**config.mk**
```make
export PLATFORM = sky130hd
export DESIGN_NAME = serial_subtractor
export DESIGN_NICKNAME = d
export VERILOG_FILES = /design/src/rtl/serial_pkg.sv /design/src/rtl/fullsubtractor.sv /design/src/rtl/serial_subtractor.sv
export SDC_FILE = /design/constraint.sdc
export NUM_CORES = 1
export LEC_CHECK = 0
export ABC_CLOCK_PERIOD_IN_PS = 1800
export CAP_MARGIN = 20
export CORE_MARGIN = 1
export CORE_UTILIZATION = 43
export DETAILED_ROUTE_END_ITERATION = 6
export MAX_ROUTING_LAYER = met4
export PLACE_DENSITY = 0.8
export SLEW_MARGIN = 0
export SYNTH_ARGS = -nofsm -noshare
export SYNTH_HDL_FRONTEND = slang
export SYNTH_SLANG_ARGS = --single-unit
export TNS_END_PERCENT = 5
```
**constraint.sdc**
```tcl
create_clock -name clk -period 1.8 [get_ports clk]
set_clock_uncertainty 0.05 [all_clocks]
set_input_delay 0.36 -clock clk [delete_from_list [all_inputs] [get_ports clk]]
set_output_delay 0.36 -clock clk [all_outputs]
set_load 0.005 [all_outputs]
```
**src/rtl/serial_pkg.sv**
```systemverilog
// ============================================================================
// Module      : serial_pkg
// Description : Shared FSM encoding and default width for bit-serial units.
// Revision    : 1.0 - initial release
// ============================================================================
`default_nettype none

package serial_pkg;

   localparam int DEFAULT_WIDTH = 8;

   typedef enum logic [1:0] {
      IDLE  = 2'd0,
      SHIFT = 2'd1,
      DONE  = 2'd2
   } serial_state_t;

endpackage : serial_pkg

`default_nettype wire

```
**src/rtl/fullsubtractor.sv**
```systemverilog
// ============================================================================
// Module      : fullsubtractor
// Description : One-bit full subtractor, d = x - y - bin with borrow-out.
// Revision    : 1.0 - initial release
// ============================================================================
`default_nettype none

module fullsubtractor (
   input  logic x,
   input  logic y,
   input  logic bin,
   output logic d,
   output logic bout
);

   logic w_xy;

   assign w_xy = x ^ y;
   assign d    = w_xy ^ bin;
   assign bout = (~x & y) | (~w_xy & bin);

endmodule : fullsubtractor

`default_nettype wire

```
**src/rtl/serial_subtractor.sv**
```systemverilog
// ============================================================================
// Module      : serial_subtractor
// Description : Bit-serial subtractor, LSB first, WIDTH cycles per operation.
// Revision    : 1.0 - initial release
// ============================================================================
`default_nettype none

module serial_subtractor
   import serial_pkg::*;
#(
   parameter int WIDTH = DEFAULT_WIDTH
) (
   input  logic             clk,
   input  logic             rst_n,
   input  logic             start,
   input  logic [WIDTH-1:0] a,
   input  logic [WIDTH-1:0] b,
   input  logic             bin,
   output logic             busy,
   output logic             done,
   output logic [WIDTH-1:0] diff,
   output logic             bout
);

   localparam int                CW   = $clog2(WIDTH + 1);
   localparam logic [CW-1:0]     LAST = CW'(WIDTH - 1);

   serial_state_t    state_q, state_d;
   logic [CW-1:0]    cnt_q,   cnt_d;
   logic [WIDTH-1:0] a_q,     a_d;
   logic [WIDTH-1:0] b_q,     b_d;
   logic             br_q,    br_d;
   logic [WIDTH-1:0] res_q,   res_d;
   logic [WIDTH-1:0] diff_q,  diff_d;
   logic             bout_q,  bout_d;

   logic             w_d;
   logic             w_bout;

   fullsubtractor u_fs (
      .x    (a_q[0]),
      .y    (b_q[0]),
      .bin  (br_q),
      .d    (w_d),
      .bout (w_bout)
   );

   always_comb begin
      state_d = state_q;
      cnt_d   = cnt_q;
      a_d     = a_q;
      b_d     = b_q;
      br_d    = br_q;
      res_d   = res_q;
      diff_d  = diff_q;
      bout_d  = bout_q;

      case (state_q)
         IDLE, DONE: begin
            if (start) begin
               a_d     = a;
               b_d     = b;
               br_d    = bin;
               cnt_d   = '0;
               res_d   = '0;
               state_d = SHIFT;
            end else if (state_q == DONE) begin
               state_d = IDLE;
            end
         end
         SHIFT: begin
            // Operands shift right so bit 0 always feeds the subtractor.
            a_d   = a_q >> 1;
            b_d   = b_q >> 1;
            br_d  = w_bout;
            res_d = {w_d, res_q[WIDTH-1:1]};
            cnt_d = cnt_q + 1'b1;
            if (cnt_q == LAST) begin
               state_d = DONE;
               diff_d  = res_d;
               bout_d  = w_bout;
            end
         end
         default: state_d = IDLE;
      endcase
   end

   always_ff @(posedge clk or negedge rst_n) begin
      if (!rst_n) begin
         state_q <= IDLE;
         cnt_q   <= '0;
         a_q     <= '0;
         b_q     <= '0;
         br_q    <= 1'b0;
         res_q   <= '0;
         diff_q  <= '0;
         bout_q  <= 1'b0;
      end else begin
         state_q <= state_d;
         cnt_q   <= cnt_d;
         a_q     <= a_d;
         b_q     <= b_d;
         br_q    <= br_d;
         res_q   <= res_d;
         diff_q  <= diff_d;
         bout_q  <= bout_d;
      end
   end

   assign busy = (state_q == SHIFT);
   assign done = (state_q == DONE);
   assign diff = diff_q;
   assign bout = bout_q;

endmodule : serial_subtractor

`default_nettype wire

```
==> results.yml, run 1 <==
clock_network:
  clk_pin_slew_ps: 80
  cts_buffer_depth: 2
  cts_inserted_buffers: 5
  postCtsSetupRepairBufs: 0
  root_buffer: "clkbuf_8"
  htreeDepth: 2
  cts_sinks: 39
  cts_tree: "yes"
  insertion_delay_ps: 290
sta:
  tightest_slew_ps: 552.5
  drv_slew: 0
  rsz0062_at_grt: "false"
  setup_viol: 0
  period_needed_ps: 1566
  fmax_mhz: 638.7
  tns_ps: 0
  fin_ws_ps: 234.4
  finalCritPeriodShare_pct: 86.98
  finalHoldViolations: 0
  slew_headroom_pct: 63.17
  holdWs_ps: 459.6
global_route:
  grt.overflow.total: 0
  grtUsageTotal_pct: 20.33
  grt_max_degree: 21
  grt_antenna_before_repair: 0
  grt_pass1_wl_um: 5885
  grt_pass1_vias: 1264
placed_design:
  dp_cells: 208
  port_buffers: 30
  place_congestion: 0.7506
  place_ws_ps: -111.7
  hpwlAfterDp_um: 2358
power:
  powerDensity_nw_per_um2: 1709
  power_leakage_uw: 0.0009996
  ir_drop_mv: 0.7334
yosys:
  synth.distinct_cells: 23
  yosysWarnings: 0
  syn-cell-area_um2: 1614
  synthArstFlopShare_pct: 100.0
  post-synth-top-area-cell: "dfrtp_1"
  ys_seq_area_share_pct: 60.47
  avgSynthCellArea_um2: 12.14
  netlist.area_leader.share_pct: 60.47
  yosys-top-cells-count: "dfrtp_1, nand2_1, a22oi_1, nand3_1, a22o_1"
  yosysMostFrequentCell: "dfrtp_1"
  synth_flop_cell: "dfrtp_1"
  ys_ff_latch: 39
  netlist_top_cells_area: "dfrtp_1, a22oi_1, a22o_1, mux2_2, nand3_1"
  synthesis.nets: 155
  syn_inst: 133
  synth_edf_count: 0
route:
  vias: 1190
  finalWirelength_um: 3384
  drt-vias-per-instance: 5.484
  drt_iter0_markers: 36
  wl_per_cell_um: 15.59
  drt_first_pass_iters: 4
  detail-route-antenna-nets: 0
  drcViolationCount: 0
min_path:
  holdPathStages: 1
  hold_path.class: "register to register"
critical_path:
  slowest_delay_ps: 510
  worstPathMaxFanout: 2
  cp_top_family: "buffers and inverters"
  startpoint_type: "register"
  cp.buffers_inverters: 1
  path_depth: 1
  cp.arrival_ps: 1160
  reg2reg_depth: 5
  path_class: "register to output port"
  cpMaxStageDelayCell: "clkdlybuf4s50_1"
  path_cells: "clkdlybuf4s50_1"
  cp.required_ps: 1390
  crit_path_end_kind: "output port"
cells_and_area:
  fin_nets: 192
  fill_cells: 291
  instances_no_fill: 217
  finish.utilization_pct: 61.33
  num_antenna_cells: 0
  drive_above_1_share_pct: 16.96
  syn_to_final_growth_pct: 31.78
floorplanning:
  start_util_pct: 46.54
  die_area_um2: 4002
  fp-row-count: 21
  io_pins: 31
  coreArea_um2: 3468
  fp.dieH_um: 63.27
  chipWidth_um: 63.27
run_status:
  status: "complete, no violations"
run:
  drv_cap: 0
-- stage by stage --
stage	instance area (um2)	total power, uW
after global routing	2127	3910
final	2127	3635
after detailed placement	1993	2914
after CTS	2122	3651
after floorplan	1614	2368
after global placement	1993	2815
-- cells in the final DEF (no fill, tap or decap), types with 2 or more instances in the layout --
cell and n:
clkdlybuf4s50_1 27, mux2i_1 3, mux2_2 8, a22o_1 11, nor2b_1 2, nand3_1 13, inv_1 3, a221o_1 2
clkbuf_8 5, a22oi_1 13, nor2_1 2, nand2_1 16, dfrtp_1 39, buf_4 7
-- kinds of logic (layout without fill, tap and decap cells) --
group / after synthesis / in the layout / synth area share [%]
flip-flops: 39 / 39 / 60.47
adder cells (fa/ha/maj): 2 / 2 / 2.015
AO/OA/AOI/OAI: 27 / 27 / 13.57
AND/OR/NAND/NOR: 40 / 40 / 12.17
XOR/XNOR: 1 / 1 / 0.5427
buffers and inverters: 13 / 51 / 3.798
multiplexers: 11 / 11 / 7.442
-- per-layer routing --
layer,wire [um],global-route usage (%),vias to the layer above
met5,0,-,-
li1,-,-,549
met1,1499,24.16,606
met2,1708,32.66,31
met4,56,9.659,0
met3,120,4.710,4
-- final timing paths --
path / slack [ps] / end / from
setup / recovery: 230 / diff[6] / diff[6]
hold / removal: 460 / diff[0] / diff[0]
setup reg to reg: 250 / diff[6] / state_q[1]
hold reg to reg: 460 / diff[0] / diff[0]
max in group asynchronous: 700 / a_q[1] / rst_n
min in group asynchronous: 490 / cnt_q[3] / rst_n
-- power breakdown --
| group | internal (uW) | switching [uW] | total [uW] |
|---|---|---|---|
| clock network | 412 | 303 | 716 |
| logic | 747 | 679 | 1430 |
| registers | 1260 | 237 | 1490 |
| total | 2420 | 1220 | 3630 |
-- state kept, by name, indices dropped and copies added, names as in the netlist --
signal	cells
a_q	8
bout	1
cnt_q	4
br_q	1
b_q	8
diff	8
res_q	7
state_q	2
-- area by class of cell --
cell class / instances / area [um2] / share of cell area, %
timing repair buffer: 39 / 379.1 / 17.82
multi-input combinational: 81 / 586.8 / 27.59
clock buffer: 5 / 68.82 / 3.235
inverter: 4 / 15.01 / 0.7059
sequential: 39 / 975.9 / 45.88
tap: 46 / 57.56 / 2.706
clock inverter: 3 / 43.79 / 2.059
-- what timing repair did --
action / CTS / global route
hold buffers: 1 / 0
setup endpoints to repair: 8 / 12
endpoints found under the hold margin: 18 / 0
resized for setup: 3 / 2
Note: power is estimated with default switching activity, not from simulation.
==> run 2, diff against run 1 <==
--- a/config.mk
+++ b/config.mk
@@ -7,7 +7,7 @@
 export LEC_CHECK = 0
 export ABC_CLOCK_PERIOD_IN_PS = 1800
 export CAP_MARGIN = 20
-export CORE_MARGIN = 1
+export CORE_MARGIN = 2
 export CORE_UTILIZATION = 43
 export DETAILED_ROUTE_END_ITERATION = 6
 export MAX_ROUTING_LAYER = met4
==> run 2 against run 1 <==
Critical path depth rose by 4. Global-route usage fell by 1.9 points. Final cell count did not move. Sequential share of layout area rose by 0.55 points. Maximum frequency fell by 7.0%. Non-clock buffer count fell by 2. Largest power group unchanged.
==> results.yml, run 2 (same netlist as run 1, synthesis figures left out) <==
run_status:
  status: "complete, no violations"
route:
  drt-vias-per-instance: 5.438
  wl_per_cell_um: 15.60
  detail-route-antenna-nets: 0
  vias: 1180
  drt_iter0_markers: 60
  finalWirelength_um: 3386
  drt_first_pass_iters: 4
  drcViolationCount: 0
critical_path:
  slowest_delay_ps: 580
  cp.arrival_ps: 1870
  cpMaxStageDelayCell: "nor2_1"
  crit_path_end_kind: "register"
  cp.required_ps: 1980
  path_cells: "nand2b_4, inv_2, buf_4, nor2_1, a221o_1"
  setup.worst_path.start: "state_q[0]"
  worstPathMaxFanout: 12
  startpoint_type: "register"
  reg2reg_depth: 5
  r2r_start: "state_q[0]"
  path_class: "register to register"
power:
  ir_drop_mv: 0.5538
  p_total_uw: 3638
  power_leakage_uw: 0.0009910
  powerDensity_nw_per_um2: 1731
floorplanning:
  fp.dieH_um: 65.27
  io_pins: 31
  chipWidth_um: 65.27
  start_util_pct: 44.42
  fp-row-count: 22
  die_area_um2: 4260
  coreArea_um2: 3633
global_route:
  grt.overflow.total: 0
  grt_max_degree: 40
  grt_pass1_wl_um: 5664
  grt_pass1_vias: 1201
  grtUsageTotal_pct: 18.48
  grt_antenna_before_repair: 0
sta:
  drv_slew: 0
  period_needed_ps: 1683
  finalCritPeriodShare_pct: 93.52
  tightest_slew_ps: 719.6
  tns_ps: 0
  finalHoldViolations: 0
  slew_headroom_pct: 51.85
  rsz0062_at_grt: "false"
  setup_viol: 0
  fmax_mhz: 594.0
clock_network:
  cts_inserted_buffers: 5
  clk_pin_slew_ps: 80
  cts_buffer_depth: 2
  cts_hold_buf: 0
  cts_sinks: 39
  root_buffer: "clkbuf_8"
  htreeDepth: 2
  cts_tree: "yes"
  insertion_delay_ps: 290
placed_design:
  port_buffers: 30
  place_congestion: 0.7484
  hpwlAfterDp_um: 2372
cells_and_area:
  finish.utilization_pct: 57.85
  mostFrequentLayoutCells: "dfrtp_1, clkdlybuf4s50_1, nand2_1"
  fin_nets: 190
  final_common_cell: "dfrtp_1"
  syn_to_final_growth_pct: 30.23
  num_antenna_cells: 0
  drive_above_1_share_pct: 15.98
min_path:
  hold_path.class: "primary input to async pin"
run:
  drv_cap: 0
[run 2: cell count changes in the layout (fill, tap and decap cells not counted)]
cell,before,now
nor2_2,1,0
clkinv_4,1,0
clkbuf_8,5,6
buf_12,1,0
nor2_1,2,3
dlygate4sd3_1,1,0
[run 2: routing by layer]
layer	wire (um)	GRT usage, %
met1	1434	22.55
met2	1638	28.32
met3	200	3.938
met4	112	11.20
met5	0	-
[run 2: power by group]
| part | switching (uW) | total, uW | internal [uW] |
|---|---|---|---|
| clock network | 303 | 751 | 448 |
| logic | 656 | 1380 | 728 |
| registers | 248 | 1500 | 1260 |
| total | 1210 | 3640 | 2430 |
[run 2: metrics by stage]
stage | instance area [um2] | hold WS, ps | std cells | setup slack [ps]
2_1_floorplan | 1614 | 14.41 | 133 | 289.3
3_3_place_gp | 1976 | 375.2 | 209 | -26.47
3_5_place_dp | 1976 | 386.6 | 209 | -59.84
4_1_cts | 2100 | 67.48 | 217 | 21.94
5_1_grt | 2102 | 91.28 | 217 | 47.89
6_report | 2102 | 55.73 | 217 | 116.6
[run 2: path summary, 6_finish.rpt]
kind                       slack [ps]        to
max                               120      br_q
min                                60    a_q[2]
max reg2reg                       120      br_q
min reg2reg                       450  res_q[1]
max in group asynchronous        1310   diff[3]
min in group clk                  450  res_q[1]
[run 2: worst max-delay path, delay by kind of cell, from the launching register on]
kind	cells	cell delay (ps)
DFF	1	430
buffers and inverters	2	220
AOI/OAI and AO/OA	1	250
and+or+nand+nor	2	680
[run 2: area by class of cell]
type / instances / area, um2
timing repair buffer: 37 / 349.1
inverter: 4 / 15.01
tap: 48 / 60.06
clock buffer: 6 / 82.58
fill: 297 / 1531
clock inverter: 2 / 35.03
multi-input combinational: 81 / 584.3
sequential: 39 / 975.9
[run 2: timing repair]
item                                    4_1_cts  5_1_grt
resized for setup                             3        1
setup buffers                                 0        0
endpoints found under the setup margin        1        1
==> run 3, diff against run 2 <==
--- a/config.mk
+++ b/config.mk
@@ -6,7 +6,6 @@
 export NUM_CORES = 1
 export LEC_CHECK = 0
 export ABC_CLOCK_PERIOD_IN_PS = 1800
-export CAP_MARGIN = 20
 export CORE_MARGIN = 2
 export CORE_UTILIZATION = 43
 export DETAILED_ROUTE_END_ITERATION = 6
==> constraint.sdc (replaced) <==
create_clock -name clk -period 1.8 [get_ports clk]
set_clock_uncertainty 0.05 [all_clocks]
set_input_delay 0.36 -clock clk [delete_from_list [all_inputs] [get_ports clk]]
set_output_delay 0.36 -clock clk [all_outputs]
set_load 0.1 [all_outputs]
==> run 3 against run 2 <==
Routed wire length shrank 0.24%. Sequential power grew 5%. Critical path type is now register to output port. Highest routed layer unchanged. Worst hold slack gained 6.7 ps. Non-clock buffer count grew 5.
==> results.yml, run 3 (same netlist as run 1, synthesis figures left out) <==
run:
  drv_cap: 0
placed_design:
  hpwlAfterDp_um: 2359
  port_buffers: 30
  place_congestion: 0.7409
  place_ws_ps: -98.75
power:
  p_total_uw: 4569
  powerDensity_nw_per_um2: 2052
  ir_drop_mv: 0.6045
  power_leakage_uw: 0.001039
clock_network:
  insertion_delay_ps: 290
  cts_inserted_buffers: 5
  cts_tree: "yes"
  clk_pin_slew_ps: 70
  htreeDepth: 2
  cts_buffer_depth: 2
  cts_sinks: 39
  root_buffer: "clkbuf_8"
  cts_hold_buf: 0
sta:
  fmax_mhz: 583.4
  tightest_slew_ps: 585.4
  slew_headroom_pct: 60.97
  period_needed_ps: 1714
  rsz0062_at_grt: "false"
  drv_slew: 0
  setup_viol: 0
  finalCritPeriodShare_pct: 95.22
  fin_ws_ps: 85.96
  finalHoldViolations: 0
route:
  drt-vias-per-instance: 5.367
  finalWirelength_um: 3378
  drcViolationCount: 0
  met2_length_um: 1766
  wl_met1_um: 1349
  met3_length_um: 177
  detail-route-antenna-nets: 0
  drt_iter0_markers: 66
  vias: 1186
  highest_layer: "met4"
  wl_per_cell_um: 15.29
  drt_first_pass_iters: 4
cells_and_area:
  fin_nets: 195
  num_antenna_cells: 0
  mostFrequentLayoutCells: "dfrtp_1, clkdlybuf4s50_1, nand2_1"
  drive_above_1_share_pct: 25.43
  fill_cells: 291
  final_common_cell: "dfrtp_1"
  syn_to_final_growth_pct: 37.98
critical_path:
  startpoint_type: "register"
  cp.arrival_ps: 1300
  crit_path_end_kind: "output port"
  path_class: "register to output port"
  r2r_start: "cnt_q[0]"
  reg2reg_depth: 5
  r2r_slack_ps: 320
  worstPathMaxFanout: 8
  r2r-end: "diff[6]"
  cp.required_ps: 1390
floorplanning:
  coreArea_um2: 3633
  chipWidth_um: 65.27
  fp-row-count: 22
  die_area_um2: 4260
  io_pins: 31
  fp.dieH_um: 65.27
  start_util_pct: 44.42
min_path:
  hold_path.class: "primary input to async pin"
global_route:
  grtUsageTotal_pct: 19.30
  grt_pass1_wl_um: 5996
  grt_max_degree: 40
  grt_pass1_vias: 1265
  grt.overflow.total: 0
  grt_antenna_before_repair: 0
run_status:
  status: "complete, no violations"
-- run 3: how the worst max path moves through the flow --
stage,from,endpoint,slack (ps),cells past startpoint
floorplan,state_q[1],busy,30,5
global placement,start,br_q,-60,4
detailed placement,start,br_q,-100,4
CTS,state_q[1],busy,50,4
global route,state_q[1],busy,30,4
finish,state_q[1],busy,90,4
-- run 3: where the power goes --
group,leakage (uW),internal [uW],switching (uW)
logic,0.000497,1020,1400
clock network,0.0000470,300,279
registers,0.000495,1260,307
-- run 3: through the flow --
step	instance area, um2	utilization, %	TNS [ps]	std cells	hold WS [ps]
floorplan	1617	-	0	133	14.41
CTS	2187	60.19	0	216	71.34
global route	2227	61.29	0	221	100.4
finish	2227	61.29	0	221	62.43
detailed placement	2088	57.47	-796.1	209	379.9
global placement	2088	57.47	-396.8	209	377.9
-- run 3: timing repair --
item,CTS,global route
hold endpoints to repair,0,0
gates resized for setup,3,2
buffers inserted,0,5
endpoints found under the setup margin,2,5
-- run 3: worst max-delay path, stage by stage (launching register included) --
cell and delay (ps):
dfrtp_1 400, nand2b_4 200, inv_2 100, buf_6 140, buf_12 170
-- run 3: area by class of cell --
type | instances | area (um2) | area share (%)
Sequential cell | 39 | 975.9 | 43.82
Multi-Input combinational cell | 81 | 589.3 | 26.46
Timing Repair Buffer | 42 | 499.2 | 22.42
Clock inverter | 1 | 5.005 | 0.2247
Clock buffer | 6 | 82.58 | 3.708
Inverter | 4 | 15.01 | 0.6742
Tap cell | 48 | 60.06 | 2.697
-- run 3: layer usage --
layer | global-route usage (%) | vias up
met5 | - | -
met4 | 8.854 | 0
met2 | 30.10 | 33
li1 | - | 552
met1 | 24.20 | 592
met3 | 4.281 | 9
==> variant, RTL diff (config.mk and constraints of run 3) <==
Register the outputs `busy` and `done`, with the module's reset; this adds one clock of latency there. The other outputs are not delayed to match.
--- a/src/rtl/serial_subtractor.sv
+++ b/src/rtl/serial_subtractor.sv
@@ -107,8 +107,15 @@
       end
    end
 
-   assign busy = (state_q == SHIFT);
-   assign done = (state_q == DONE);
+   always_ff @(posedge clk or negedge rst_n) begin
+      if (!rst_n) begin
+         busy <= '0;
+         done <= '0;
+      end else begin
+         busy <= (state_q == SHIFT);
+         done <= (state_q == DONE);
+      end
+   end
    assign diff = diff_q;
    assign bout = bout_q;
 
Function: changed (Yosys sat finds a counterexample within 4 cycles, from zero or initial values and one cycle with rst_n low).
==> variant against run 3 <==
Power shrank 2.5%; sequential cell count grew 2; count of clock-buffer cells in the layout shrank 1; non-clock buffer count shrank 6; synthesized area grew 3.1%; routed wire length shrank 4.4%; worst setup slack gained 0.036 ns; design area shrank 0.56%; critical path type is now reg2reg; largest power group unchanged; highest routed layer unchanged.
==> variant: results (changes against run 3) <==
| Metric | Value |
|---|---|
| Status | `finished, final reports clean` |
| Synth Area in Adders | `1.955% (-0.061 points)` |
| Top post-synthesis cells by area | `dfrtp_1 (62%), a22oi_1 (5.9%), a22o_1 (5.8%)` |
| Post-DP HPWL | `2300 um (-2.5%)` |
| H-tree depth | `2 (unchanged)` |
| Sequential share of the synthesized area | `61.65% (+1.2 points)` |
| CP arrival | `1.81 ns (+0.51 ns)` |
| Slew @ Worst Pin | `0.7023 ns (+0.1169 ns)` |
| Synth Instances | `135 (+1.5%)` |
| Crit-path max FO | `10 (+2)` |
| Synth Area in Compound Gates | `13.16% (-0.41 points)` |
| CTS root buffer | `clkbuf_8` |
| Via/cell ratio | `5.312 (-1.0%)` |
| Synth Warn # | `0 (unchanged)` |
| Initial antenna violation count | `0 (unchanged)` |
| DR WL/cell | `14.81 um (-3.1%)` |
| VDD IR-drop max | `1163 uV (+92%)` |
| Worst min-delay path class | `in2async` |
| Final net count | `191 (-2.1%)` |
| Largest net degree at the start of global routing | `42 (+5.0%)` |
| Post-CTS sizing | `0 (-3)` |
| Syn nets | `157 (+1.3%)` |
| Place WS | `-0.07970 ns (+0.01905 ns)` |
| Fillers | `312 (+7.2%)` |
| All-Layer GR Usage | `18.50% (-0.80 points)` |
| Vias in the first global route | `1,211 (-4.3%)` |
| CTS buffer count | `5 (unchanged)` |
| Post-synth top cells | `dfrtp_1 (41), nand2_1 (16), a22oi_1 (13), nand3_1 (13), a22o_1 (11)` |
| Post-synth cell types | `23 (unchanged)` |
| Port bufs | `30 (unchanged)` |
| Placed insts | `210 (+0.48%)` |
| Area of placed instances | `0.002128 mm^2 (+1.9%)` |
| Share of post-route cells with drive strength above 1 | `20.59% (-4.8 points)` |
| DRC | `0 (unchanged)` |
| Crit-path slowest cell | `dfrtp_1` |
| Final Hold Viols | `0 (unchanged)` |
| GPL Wtd Cong | `0.8089 (+9.2%)` |
| Post-Synth XOR/XNOR Area | `0.5263% (-0.016 points)` |
| Drt initial violations | `73 (+11%)` |
| Clock-pin slew on the worst setup and hold paths | `0.08 ns` |
| 1st-pass router iterations | `4 (unchanged)` |
| Multiplexer area fraction after synthesis | `7.218% (-0.22 points)` |
| First-pass GRT wire length | `5844 um (-2.5%)` |
| Crit-path leading delay family | `simple AND/OR/NAND/NOR gates` |
| Non-Filler Instances | `218 (-1.4%)` |
| Static Leakage | `0.001029 uW (-0.95%)` |
[variant: changes by cell type in the layout (fill, tap and decap cells not counted), sizes merged]
cell / delta
clkbuf: -1
clkinvlp: +1
dfrtp: +2
clkinv: +1
buf: -6
[variant: cell families after synthesis]
group,after synthesis
xor+xnor,1
mux,11
simple gates,40
flops,41
compound gates,27
fa+ha+maj,2
buf+inv,13
[variant: layer usage]
metal | wire length (um) | GRT usage [%]
met3 | 180 | 5.792
met1 | 1419 | 22.99
met2 | 1593 | 29.13
met4 | 36 | 5.612
met5 | 0 | -
[variant: per-stage QoR]
| stage | TNS [ns] | power, uW |
|---|---|---|
| finish | 0 | 4456 |
| global route | 0 | 4750 |
| CTS | 0 | 4489 |
| detailed placement | -0.3727 | 3901 |
| global placement | -0.002830 | 3794 |
| floorplan | 0 | 3113 |
[variant: final timing paths]
kind,cells after the start,endpoint,slack (ns),startpoint
min reg2reg,1,done,0.41,state_q[0]
max,4,diff[6],0.12,cnt_q[0]
max reg2reg,4,diff[6],0.12,cnt_q[0]
min in group clk,1,done,0.41,state_q[0]
min,2,res_q[3],0.05,rst_n
max in group asynchronous,2,b_q[0],1.30,rst_n
[variant: cell type report]
cell class              instances  area [um^2]  share of cell area (%)
clock buffers                   5        68.82                   3.107
clock inverters                 3        17.52                  0.7910
well taps                      48        60.06                   2.712
flip-flops and latches         41         1026                   46.33
repair buffers                 36        450.4                   20.34
multi-input cells              81        576.8                   26.05
inverters                       4        15.01                  0.6780
[variant: report_power, final]
| part | internal, uW | switching [uW] | total, uW | leakage [uW] |
|---|---|---|---|---|
| Clock | 267 | 322 | 590 | 0.0000439 |
| Combinational | 927 | 1330 | 2260 | 0.000465 |
| Sequential | 1310 | 296 | 1610 | 0.000520 |
| Total | 2510 | 1950 | 4460 | 0.00103 |
